===== src/rtl/mdio_multi_master.sv =====
// Clause 22 MDIO master serving PORTS independent management buses from one
// command interface; one register read or write per command.
`timescale 1ns/1ps
module mdio_multi_master #(
  parameter int PORTS        = 1,
  parameter int CLK_DIV      = 25,
  parameter int PREAMBLE_LEN = 32,
  parameter int PORT_W       = (PORTS > 1) ? $clog2(PORTS) : 1
) (
  input  logic              clk_i,
  input  logic              srst_i,
  input  logic              cmd_valid_i,
  output logic              cmd_ready_o,
  input  logic              cmd_write_i,
  input  logic [PORT_W-1:0] cmd_port_i,
  input  logic [4:0]        cmd_phy_addr_i,
  input  logic [4:0]        cmd_reg_addr_i,
  input  logic [15:0]       cmd_wdata_i,
  output logic              rsp_valid_o,
  output logic [15:0]       rsp_rdata_o,
  output logic              rsp_err_o,
  output logic              busy_o,
  output logic [PORTS-1:0]  mdc_o,
  output logic [PORTS-1:0]  mdio_out_o,
  output logic [PORTS-1:0]  mdio_oen_o,
  input  logic [PORTS-1:0]  mdio_in_i
);
  localparam int CNT_MAX = 2 * CLK_DIV - 1;
  localparam int CNT_W   = $clog2(2 * CLK_DIV);

  typedef enum logic [2:0] {
    S_IDLE, S_PRE, S_HDR, S_TA, S_DATA, S_FIN, S_RESP
  } state_t;

  state_t           state;
  logic [CNT_W-1:0] cnt;
  logic [5:0]       bit_cnt;
  logic [PORTS-1:0] sel;
  logic             write_q;
  logic [31:0]      tx;
  logic [15:0]      rd_sh;
  logic             ta_err;

  logic             port_ok;
  logic [PORTS-1:0] new_sel;
  logic             in_bit;
  logic [31:0]      frame;

  assign port_ok = {1'b0, cmd_port_i} < (PORT_W + 1)'(PORTS);
  assign new_sel = port_ok ? (PORTS'(1) << cmd_port_i) : '0;
  assign in_bit  = |(mdio_in_i & sel);
  assign busy_o  = ~cmd_ready_o;

  // ST, OP, PHYAD, REGAD, TA, DATA; read TA/DATA are ones so the released pad idles high
  assign frame = {2'b01, cmd_write_i ? 2'b01 : 2'b10, cmd_phy_addr_i, cmd_reg_addr_i,
                  cmd_write_i ? 2'b10 : 2'b11, cmd_write_i ? cmd_wdata_i : 16'hFFFF};

  function automatic logic [PORTS-1:0] pad_out(input logic b, input logic [PORTS-1:0] s);
    return b ? {PORTS{1'b1}} : ~s;
  endfunction

  function automatic logic [PORTS-1:0] pad_oen(input logic en, input logic [PORTS-1:0] s);
    return en ? s : '0;
  endfunction

  always_ff @(posedge clk_i) begin
    if (srst_i) begin
      state       <= S_IDLE;
      cnt         <= '0;
      bit_cnt     <= '0;
      cmd_ready_o <= 1'b1;
      rsp_valid_o <= 1'b0;
      rsp_rdata_o <= '0;
      rsp_err_o   <= 1'b0;
      mdc_o       <= '0;
      mdio_out_o  <= '1;
      mdio_oen_o  <= '0;
    end else begin
      rsp_valid_o <= 1'b0;
      case (state)
        S_IDLE: begin
          if (cmd_valid_i) begin
            cmd_ready_o <= 1'b0;
            sel         <= new_sel;
            write_q     <= cmd_write_i;
            tx          <= frame;
            cnt         <= '0;
            if (!port_ok) begin
              state       <= S_RESP;
              rsp_valid_o <= 1'b1;
              rsp_err_o   <= 1'b1;
              rsp_rdata_o <= '0;
            end else if (PREAMBLE_LEN > 0) begin
              state      <= S_PRE;
              bit_cnt    <= 6'(PREAMBLE_LEN - 1);
              mdio_out_o <= pad_out(1'b1, new_sel);
              mdio_oen_o <= new_sel;
            end else begin
              state      <= S_HDR;
              bit_cnt    <= 6'd13;
              mdio_out_o <= pad_out(1'b0, new_sel);
              mdio_oen_o <= new_sel;
            end
          end
        end
        S_RESP: begin
          state       <= S_IDLE;
          cmd_ready_o <= 1'b1;
        end
        default: begin
          if (cnt == CNT_W'(CNT_MAX)) begin
            // bit boundary: MDC falls and the next bit goes onto the pad together
            cnt   <= '0;
            mdc_o <= '0;
            if (state inside {S_HDR, S_TA, S_DATA}) tx <= {tx[30:0], 1'b1};
            case (state)
              S_PRE: begin
                if (bit_cnt == 6'd0) begin
                  state      <= S_HDR;
                  bit_cnt    <= 6'd13;
                  mdio_out_o <= pad_out(tx[31], sel);
                end else begin
                  bit_cnt    <= bit_cnt - 1'b1;
                  mdio_out_o <= pad_out(1'b1, sel);
                end
                mdio_oen_o <= sel;
              end
              S_HDR: begin
                if (bit_cnt == 6'd0) begin
                  state      <= S_TA;
                  bit_cnt    <= 6'd1;
                  mdio_oen_o <= pad_oen(write_q, sel);
                end else begin
                  bit_cnt    <= bit_cnt - 1'b1;
                  mdio_oen_o <= sel;
                end
                mdio_out_o <= pad_out(tx[30], sel);
              end
              S_TA: begin
                if (bit_cnt == 6'd0) begin
                  state   <= S_DATA;
                  bit_cnt <= 6'd15;
                end else begin
                  bit_cnt <= bit_cnt - 1'b1;
                end
                mdio_out_o <= pad_out(tx[30], sel);
                mdio_oen_o <= pad_oen(write_q, sel);
              end
              S_DATA: begin
                if (bit_cnt == 6'd0) begin
                  state      <= S_FIN;
                  mdio_out_o <= '1;
                  mdio_oen_o <= '0;
                end else begin
                  bit_cnt    <= bit_cnt - 1'b1;
                  mdio_out_o <= pad_out(tx[30], sel);
                  mdio_oen_o <= pad_oen(write_q, sel);
                end
              end
              S_FIN: begin
                state       <= S_RESP;
                rsp_valid_o <= 1'b1;
                rsp_rdata_o <= write_q ? 16'h0000 : rd_sh;
                rsp_err_o   <= write_q ? 1'b0 : ta_err;
                mdio_out_o  <= '1;
                mdio_oen_o  <= '0;
              end
              default: state <= S_IDLE;
            endcase
          end else begin
            cnt <= cnt + 1'b1;
            // last low-phase cycle: MDC rises next and the pad is sampled now
            if (cnt == CNT_W'(CLK_DIV - 1)) begin
              mdc_o <= sel;
              if (state == S_TA && bit_cnt == 6'd0) ta_err <= in_bit;
              if (state == S_DATA) rd_sh <= {rd_sh[14:0], in_bit};
            end
          end
        end
      endcase
    end
  end
endmodule


===== config.mk =====
export PLATFORM = sky130hd
export DESIGN_NAME = mdio_multi_master
export DESIGN_NICKNAME = d
export VERILOG_FILES = /design/src/rtl/mdio_multi_master.sv
export SDC_FILE = /design/constraint.sdc
export NUM_CORES = 1
export LEC_CHECK = 0
export BUFFER_PORTS_ARGS = -buffer_cell sky130_fd_sc_hd__buf_2
export CORE_MARGIN = 2
export CORE_UTILIZATION = 36
export CTS_CLUSTER_SIZE = 20
export DETAILED_ROUTE_END_ITERATION = 12
export PLACE_DENSITY_LB_ADDON = 0.2
export RECOVER_POWER = 50
export SLEW_MARGIN = 30
export SYNTH_ARGS = -nofsm -noshare
export SYNTH_HDL_FRONTEND = slang
export SYNTH_SLANG_ARGS = --single-unit

===== constraint.sdc =====
create_clock -name clk_i -period 3.9 [get_ports clk_i]
set_input_delay 0.975 -clock clk_i [delete_from_list [all_inputs] [get_ports clk_i]]
set_output_delay 0.975 -clock clk_i [all_outputs]
set_load 0.03 [all_outputs]

; After elaboration in Yosys (flattened, before gate mapping)
; Cells that the tools add are included.
[totals]
ff_bits = 88
inputBits = 32
output_inout_bits = 23
[op_classes]
n_addsub = 2
magnitude_cmp = 1
eq_ne = 16
n_shift = 1
mux = 67
bitwise = 7
reduce_logical = 27
[ops]
columns = cell, n
row1 = $mux 16, 6
row2 = $mux 32, 3
row3 = $pmux 32 s2, 1
row4 = $mux 6, 9
row5 = $pmux 16 s2, 1
row6 = $reduce_and 5->1, 6
row7 = $mux 1, 27
row8 = $pmux 6 s2, 2
row9 = $pmux 6 s4, 1
row10 = $mux 3, 7
row11 = $pmux 3 s5, 1
row12 = $ne 4x1->1 const B, 3
row13 = $reduce_and 6->1, 2
row14 = $pmux 1 s2, 5
row15 = $reduce_bool 2->1, 5
row16 = $reduce_bool 5->1, 2
row17 = $eq 3x3->1 const B, 3
row18 = $add 6x1->6 const B, 1
row19 = $eq 3x2->1 const B, 2
row20 = $eq 6x5->1 const B, 1
row21 = $eq 6x6->1 const B, 1
row22 = $logic_not 6->1, 1
row23 = $ne 2x2->1 const B, 3
row24 = $not 1->1, 6
row25 = 18 further kinds, 22

; Depth between registers and ports, before layout
; Gate-level depths: netlist of the first run.
[depth]
depth_word = 6
ltp_mapped = 8
depth_no_buf = 7

; Worst setup path before layout of the first run
; Ideal clock, no wire load.
[synth_path]
path_kind = input to register
from = input srst_i
to = register rd_sh[0] (enable)
arrival_ns = 2.574
t_required_ns = 3.491
setup_slack_ns = 0.916
stages = 3
path_buffers = 2
path_cell_list = clkbuf_1 > clkbuf_1 > nor3_1
[synth_via]
elab_chain_cells = 2
[synth_rtl]
columns = element, line_no
row1 = "start, declared", 11  ; input logic srst_i,
row2 = $not 1->1 (no source line), n/a
row3 = $reduce_and 5->1 (no source line), n/a
row4 = "end signal, assigned", 176  ; if (state == S_DATA) rd_sh <= {rd_sh[14:0], in_bit};
row5 = "end, declared", 41  ; logic [15:0] rd_sh;
; No other way between the ends.
; A chain may end at the register's enable or synchronous reset.

; Final worst setup path of the first run
[layout_path]
from = input srst_i
to = register state[0]
[layout_rtl]
columns = element, line_no
row1 = "end signal, assigned", 68  ; state <= S_IDLE;
row2 = "end signal, assigned", 89  ; state <= S_RESP;
row3 = "end signal, assigned", 94  ; state <= S_PRE;
row4 = "end, declared", 35  ; state_t state;
; No word-level cell between the ends.

==> metrics.txt, run 1 <==
EDFF count, synth=51; Finished Layout Cells=599; CTS tree=built; max cap viols=0; Sink Count=88; commonest non-fill, non-tap cell in the layout=nand2_1; nature of the critical path endpoint=register; highest-count cells in the layout ignoring fill and taps=68 x nand2_1, 51 x edfxtp_1, 37 x dfxtp_1; wire per inst=about 14 µm; syn_area_per_cell=9.702 µm²; sequential share of power=~51%; post-CTS sizing=0; clock power share=28.8%; # rows=38; P&R area growth vs syn=12.86%; Top FF cell, synth=edfxtp_1; Setup-failing EPs final=0; DP HPWL=5487 µm; fin. max-slew vios=0; Critical Path, Cell by Cell=clkbuf_1 > clkinv_1 > clkbuf_1 > a31o_2; post-synth cell types=55; Clock Root Buffer=clkbuf_8; Bufs on Longest Clock Path=2; initial antenna violation count=0; Tot Pwr=2.175 mW; Total Negative Setup Slacks=0 ps; Crit path arrival time=3080 ps; Sw Share=approximately a third; fillcell total=1124; Crit-path slowest cell=clkbuf_1; crit start category=primary input; Worst EP required=between 4000 and 5000 ps; worst slew pin tran=967.3 ps; period utilisation layout=72.13%; Syn Std Cell Area=3988 µm²; combinational share of power=20.2%; CTS Buf Count=9; area of the multi-input gates=1491 µm²; total track usage=15.25%; Worst R2R Start=state[1]$_SDFFE_PP0P_; pre-CTS WS=1380 ps; clock skew=7.833 ps; # H-tree levels=3; Vias/cell=5.165; number of detailed-route iterations in the first pass=4; Final Net Count=490; post-synthesis async set-or-reset flop share=0%; port buffer count=54; placed cell area=4358 µm²; Yosys warnings=0; initial core utilization=a little under two fifths; run status=finished, final reports clean; RR Endpoint=rd_sh[4]$_DFFE_PP_; Clock transition at path regs=around 100 ps; Post-Place Cells=583; die height=109.2 µm; Worst R2R Setup Slack=roughly 1500 ps; Yosys reg bits=88; io pins=55; total gr overflow=0; drt drc=0; Mapped Cells=411; Worst-Skew Late Latency=370 ps; Sw Pwr=0.6907 mW; RSZ-0062 raised after global routing=no; Hold Path Class=register to register; first-pass GRT wire length=14000 µm; fmax=0.3555 GHz; share of post-route cells with drive strength above 1=13.51%; core area=10840 µm²; synth top area cells=edfxtp_1 38%, dfxtp_1 19%, nand2_1 6.4%, o21ai_0 4.0%, nor2_1 3.1%; hold_buf cts=0; worst setup path startpoint=srst_i; CP endpoint=state[0]$_SDFFE_PP0P_; crit path max fanout=19; FF/Latch Area=roughly 2300 µm²; DRT iter0 DRCs=between 150 and 200; number of global-route vias before repair=2892; Seq/Total Area, Yosys=56.98%; Antenna Nets Post-Route=0; gp weighted congestion=0.8469; largest net degree at the start of global routing=49; Die ar.=11930 µm²; Pleak=1.664 nW; Slew headroom=35.51%; fin worst setup slack=1087 ps; Power Dens Cells=483.2 nW/µm²; Setup Fix Bufs, Post-CTS=0; CP most frequent cell=clkbuf_1; Worst Setup Path Type=primary input to register; n_diodes=0; internal power=1.484 mW; Syn Nets=447; CP max stage delay=700 ps; Die Span X=roughly 110 µm; post-synth top area cell=edfxtp_1; Final Hold Viols=0; final WL=approximately 8500 µm; Design Area, Final=4501 µm²; Peak VDD IR=0.0002192 V; post-synth top area share=38.41%; Tmin final=2813 ps; Reg2Reg Depth=4; routed via count=a little over 3000
## sequential cells by signal, summed over array words and instances (netlist names), 3 cells and up
| name | flops |
|---|---|
| rsp_rdata_o | 16 |
| rd_sh | 16 |
| bit_cnt | 6 |
| tx | 32 |
| cnt | 6 |
| state | 3 |
## layout make-up
type	count	share of cell area, %
clock buffers	10	3.308
multi-input cells	270	33.14
clock inverters	6	1.056
inverters	26	2.168
repair buffers	59	5.949
well taps	140	3.892
flip-flops and latches	88	50.49
## kinds of logic after synthesis
| group | after synthesis | synth area share, % |
|---|---|---|
| XOR/XNOR | 2 | 0.4394 |
| multiplexers | 1 | 0.2510 |
| flip-flops | 88 | 56.98 |
| AO/OA/AOI/OAI | 94 | 15.25 |
| adder cells (fa/ha/maj) | 4 | 1.255 |
| AND/OR/NAND/NOR | 169 | 20.14 |
| buffers and inverters | 53 | 5.679 |
## metal layers
metal  vias up  global-route usage, %  routed length [µm]
met5         -                      0                   0
met4         0                  6.962                 236
met3        19                  4.603                 518
met2        83                  22.63                3676
met1      1453                  20.47                4041
li1       1539                      -                   -
## Yosys cell counts, drive strengths merged, types with 3 or more instances
cell	instances
nand2	69
edfxtp	51
dfxtp	37
nor2	35
o21ai	32
inv	24
nand3	23
a21oi	17
a31oi	17
buf	15
clkbuf	12
nor3	9
nand2b	5
a21o	4
and2	4
and3	4
ha	4
or3	4
nand3b	3
nand4	3
o311ai	3
or2	3
or3b	3
## power groups by stage
| stage | clock (mW) | combinational [mW] | sequential [mW] |
|---|---|---|---|
| after global placement | 0 | 0.446 | 1.13 |
| final | 0.627 | 0.440 | 1.11 |
| after floorplan | 0 | 0.351 | 1.12 |
| after global routing | 0.688 | 0.502 | 1.12 |
| after detailed placement | 0 | 0.451 | 1.13 |
| after CTS | 0.650 | 0.452 | 1.11 |
## worst min-delay path by stage
stage                        from                   to  slack, ps  depth (start not counted)
6_report       rd_sh[6]$_DFFE_PP_   rd_sh[7]$_DFFE_PP_        450                          0
5_1_grt        rd_sh[6]$_DFFE_PP_   rd_sh[7]$_DFFE_PP_        460                          0
4_1_cts        rd_sh[1]$_DFFE_PP_   rd_sh[2]$_DFFE_PP_        460                          0
3_5_place_dp   rd_sh[8]$_DFFE_PP_   rd_sh[9]$_DFFE_PP_        440                          0
3_3_place_gp   rd_sh[1]$_DFFE_PP_   rd_sh[2]$_DFFE_PP_        430                          0
2_1_floorplan  rd_sh[9]$_DFFE_PP_  rd_sh[10]$_DFFE_PP_        430                          0
## worst max-delay path: cells and delay by family
family,cells,cell delay (ps)
buf+inv,3,1740
compound gates,1,360
## per-stage QoR
stage                     utilization, %  hold WS, ps
final                              41.52        454.7
after detailed placement           40.20        435.7
after global routing               41.52        464.2
after CTS                          42.01        460.0
after global placement             40.14        430.1
after floorplan                        -        426.0
(Power assumes the default switching activity.)
==> inputs of run 2 (changes only) <==
clock period = 2.3 ns   (was 3.9 ns; I/O delays follow)
==> run 2 against run 1 <==
  * Non-clock buffer count increased by 8
  * Utilization is 0.70 points higher
  * Clock skew increased by 3.8 ps
  * Setup slack got worse by 850 ps
  * Combinational power grew 80%
  * Worst hold slack better by 3.0 ps
  * Clock-buffer cell count unchanged
  * Critical path type is now register to register
  * Global-route usage is 0.19 points higher
  * Critical path depth is 3 higher
==> metrics.txt, run 2 (same netlist as run 1, synthesis figures left out) <==
Tmin final=2061 ps; Worst R2R Start=cnt[0]$_SDFFE_PP0P_; RR Endpoint=tx[7]$_DFFE_PP_; drt drc=0; Total Negative Setup Slacks=0 ps; Clock Root Buffer=clkbuf_8; Slew headroom=about 43%; Tot Pwr=3.780 mW; total gr overflow=0; post-CTS sizing=0; nature of the critical path endpoint=register; max reg flops=32; Bufs on Longest Clock Path=2; fmax=0.4853 GHz; n_diodes=0; Crit path arrival time=2120 ps; run status=finished, final reports clean; die height=109.2 µm; share of post-route cells with drive strength above 1=about 16%; Worst R2R Setup Slack=240 ps; wire per inst=~14 µm; fin. max-slew vios=0; Sink Count=88; worst slew pin tran=852.1 ps; number of global-route vias before repair=between 2000 and 3000; Worst-Skew Late Latency=360 ps; crit path max fanout=32; Worst EP required=2360 ps; hold path endpoint=rd_sh[7]$_DFFE_PP_; Peak VDD IR=around 0.00045 V; Worst Setup Path Type=register to register; P&R area growth vs syn=14.78%; commonest non-fill, non-tap cell in the layout=nand2_1; number of detailed-route iterations in the first pass=4; hold depth=0; Power Dens Cells=approximately 830 nW/µm²; Die Span X=109.2 µm; Hold Path Class=register to register; period utilisation layout=89.60%; first-pass GRT wire length=14430 µm; routed via count=3066; Antenna Nets Post-Route=0; DP HPWL=5872 µm; final WL=8705 µm; Setup-failing EPs final=0; # rows=38; Vias/cell=5.051; total track usage=15.45%; Final Hold Viols=0; hold_buf cts=0; Setup Fix Bufs, Post-CTS=0; Pleak=1.731 nW; io pins=55; CTS Buf Count=9; DRT iter0 DRCs=230; largest net degree at the start of global routing=33; CTS tree=built; port buffer count=54; core area=between 10000 and 15000 µm²; initial core utilization=36.78%; Final Net Count=498; register with the most flip-flops=tx; area of the multi-input gates=1489 µm²; max cap viols=0; RSZ-0062 raised after global routing=no; Clock transition at path regs=between 100 and 150 ps; fillcell total=between 1000 and 1500; largest registers=tx: 32 flops, rd_sh: 16 flops, rsp_rdata_o: 16 flops; Reg2Reg Depth=7; FF/Latch Area=2272 µm²; Hold Startpoint=rd_sh[6]$_DFFE_PP_; crit start category=register; # H-tree levels=3; initial antenna violation count=0; Die ar.=about 12000 µm²; highest-count cells in the layout ignoring fill and taps=68 x nand2_1, 51 x edfxtp_1, 37 x dfxtp_1; clock skew=about 12 ps; gp weighted congestion=0.8577
run 2: worst max-delay path by stage:
stage                         from                 endpoint  cells past startpoint
3_5_place_dp   cnt[0]$_SDFFE_PP0P_          tx[5]$_DFFE_PP_                      7
6_report       cnt[0]$_SDFFE_PP0P_          tx[7]$_DFFE_PP_                      7
5_1_grt        cnt[0]$_SDFFE_PP0P_  bit_cnt[0]$_SDFFE_PP0P_                      6
2_1_floorplan               srst_i       rd_sh[0]$_DFFE_PP_                      3
4_1_cts        cnt[0]$_SDFFE_PP0P_         tx[29]$_DFFE_PP_                      7
3_3_place_gp   cnt[0]$_SDFFE_PP0P_          tx[5]$_DFFE_PP_                      7
run 2: per-layer routing:
metal | share of wire, % | vias to the layer above | wire length (µm) | track usage [%]
met2 | 46 | 76 | 4024 | 24.58
met5 | 0 | - | 0 | 0
li1 | - | 1562 | - | -
met1 | 48 | 1420 | 4221 | 21.08
met3 | 4.2 | 8 | 368 | 3.407
met4 | 1.0 | 0 | 91 | 4.702
run 2: area by class of cell:
type,count,share of cell area [%]
clock buffers,10,3.253
clock inverters,6,1.203
inverters,26,2.132
multi-input cells,270,32.53
flip-flops and latches,88,49.64
well taps,140,3.827
repair buffers,67,7.408
run 2: power breakdown:
| part | switching [mW] | internal [mW] |
|---|---|---|
| registers | 0.0667 | 1.80 |
| clock network | 0.634 | 0.487 |
| logic | 0.515 | 0.276 |
run 2: worst max-delay path, cell delays in order (launching register included):
cell      delay (ps)
dfxtp_1          440
ha_1             170
and4bb_1         330
and2_2           240
nand2_1           90
a21oi_1          130
o21a_2           150
buf_12           200
run 2: through the flow:
step | hold WS (ps) | std cells | instance area [µm²] | util, % | setup WS [ps]
after floorplan | 426.0 | 411 | 3994 | - | 189.9
after global placement | 435.1 | 591 | 4425 | 40.82 | 356.0
after detailed placement | 434.8 | 591 | 4425 | 40.82 | 324.0
after CTS | 454.6 | 607 | 4629 | 42.71 | 291.3
after global routing | 465.5 | 607 | 4577 | 42.22 | 124.6
final | 457.8 | 607 | 4577 | 42.22 | 239.2
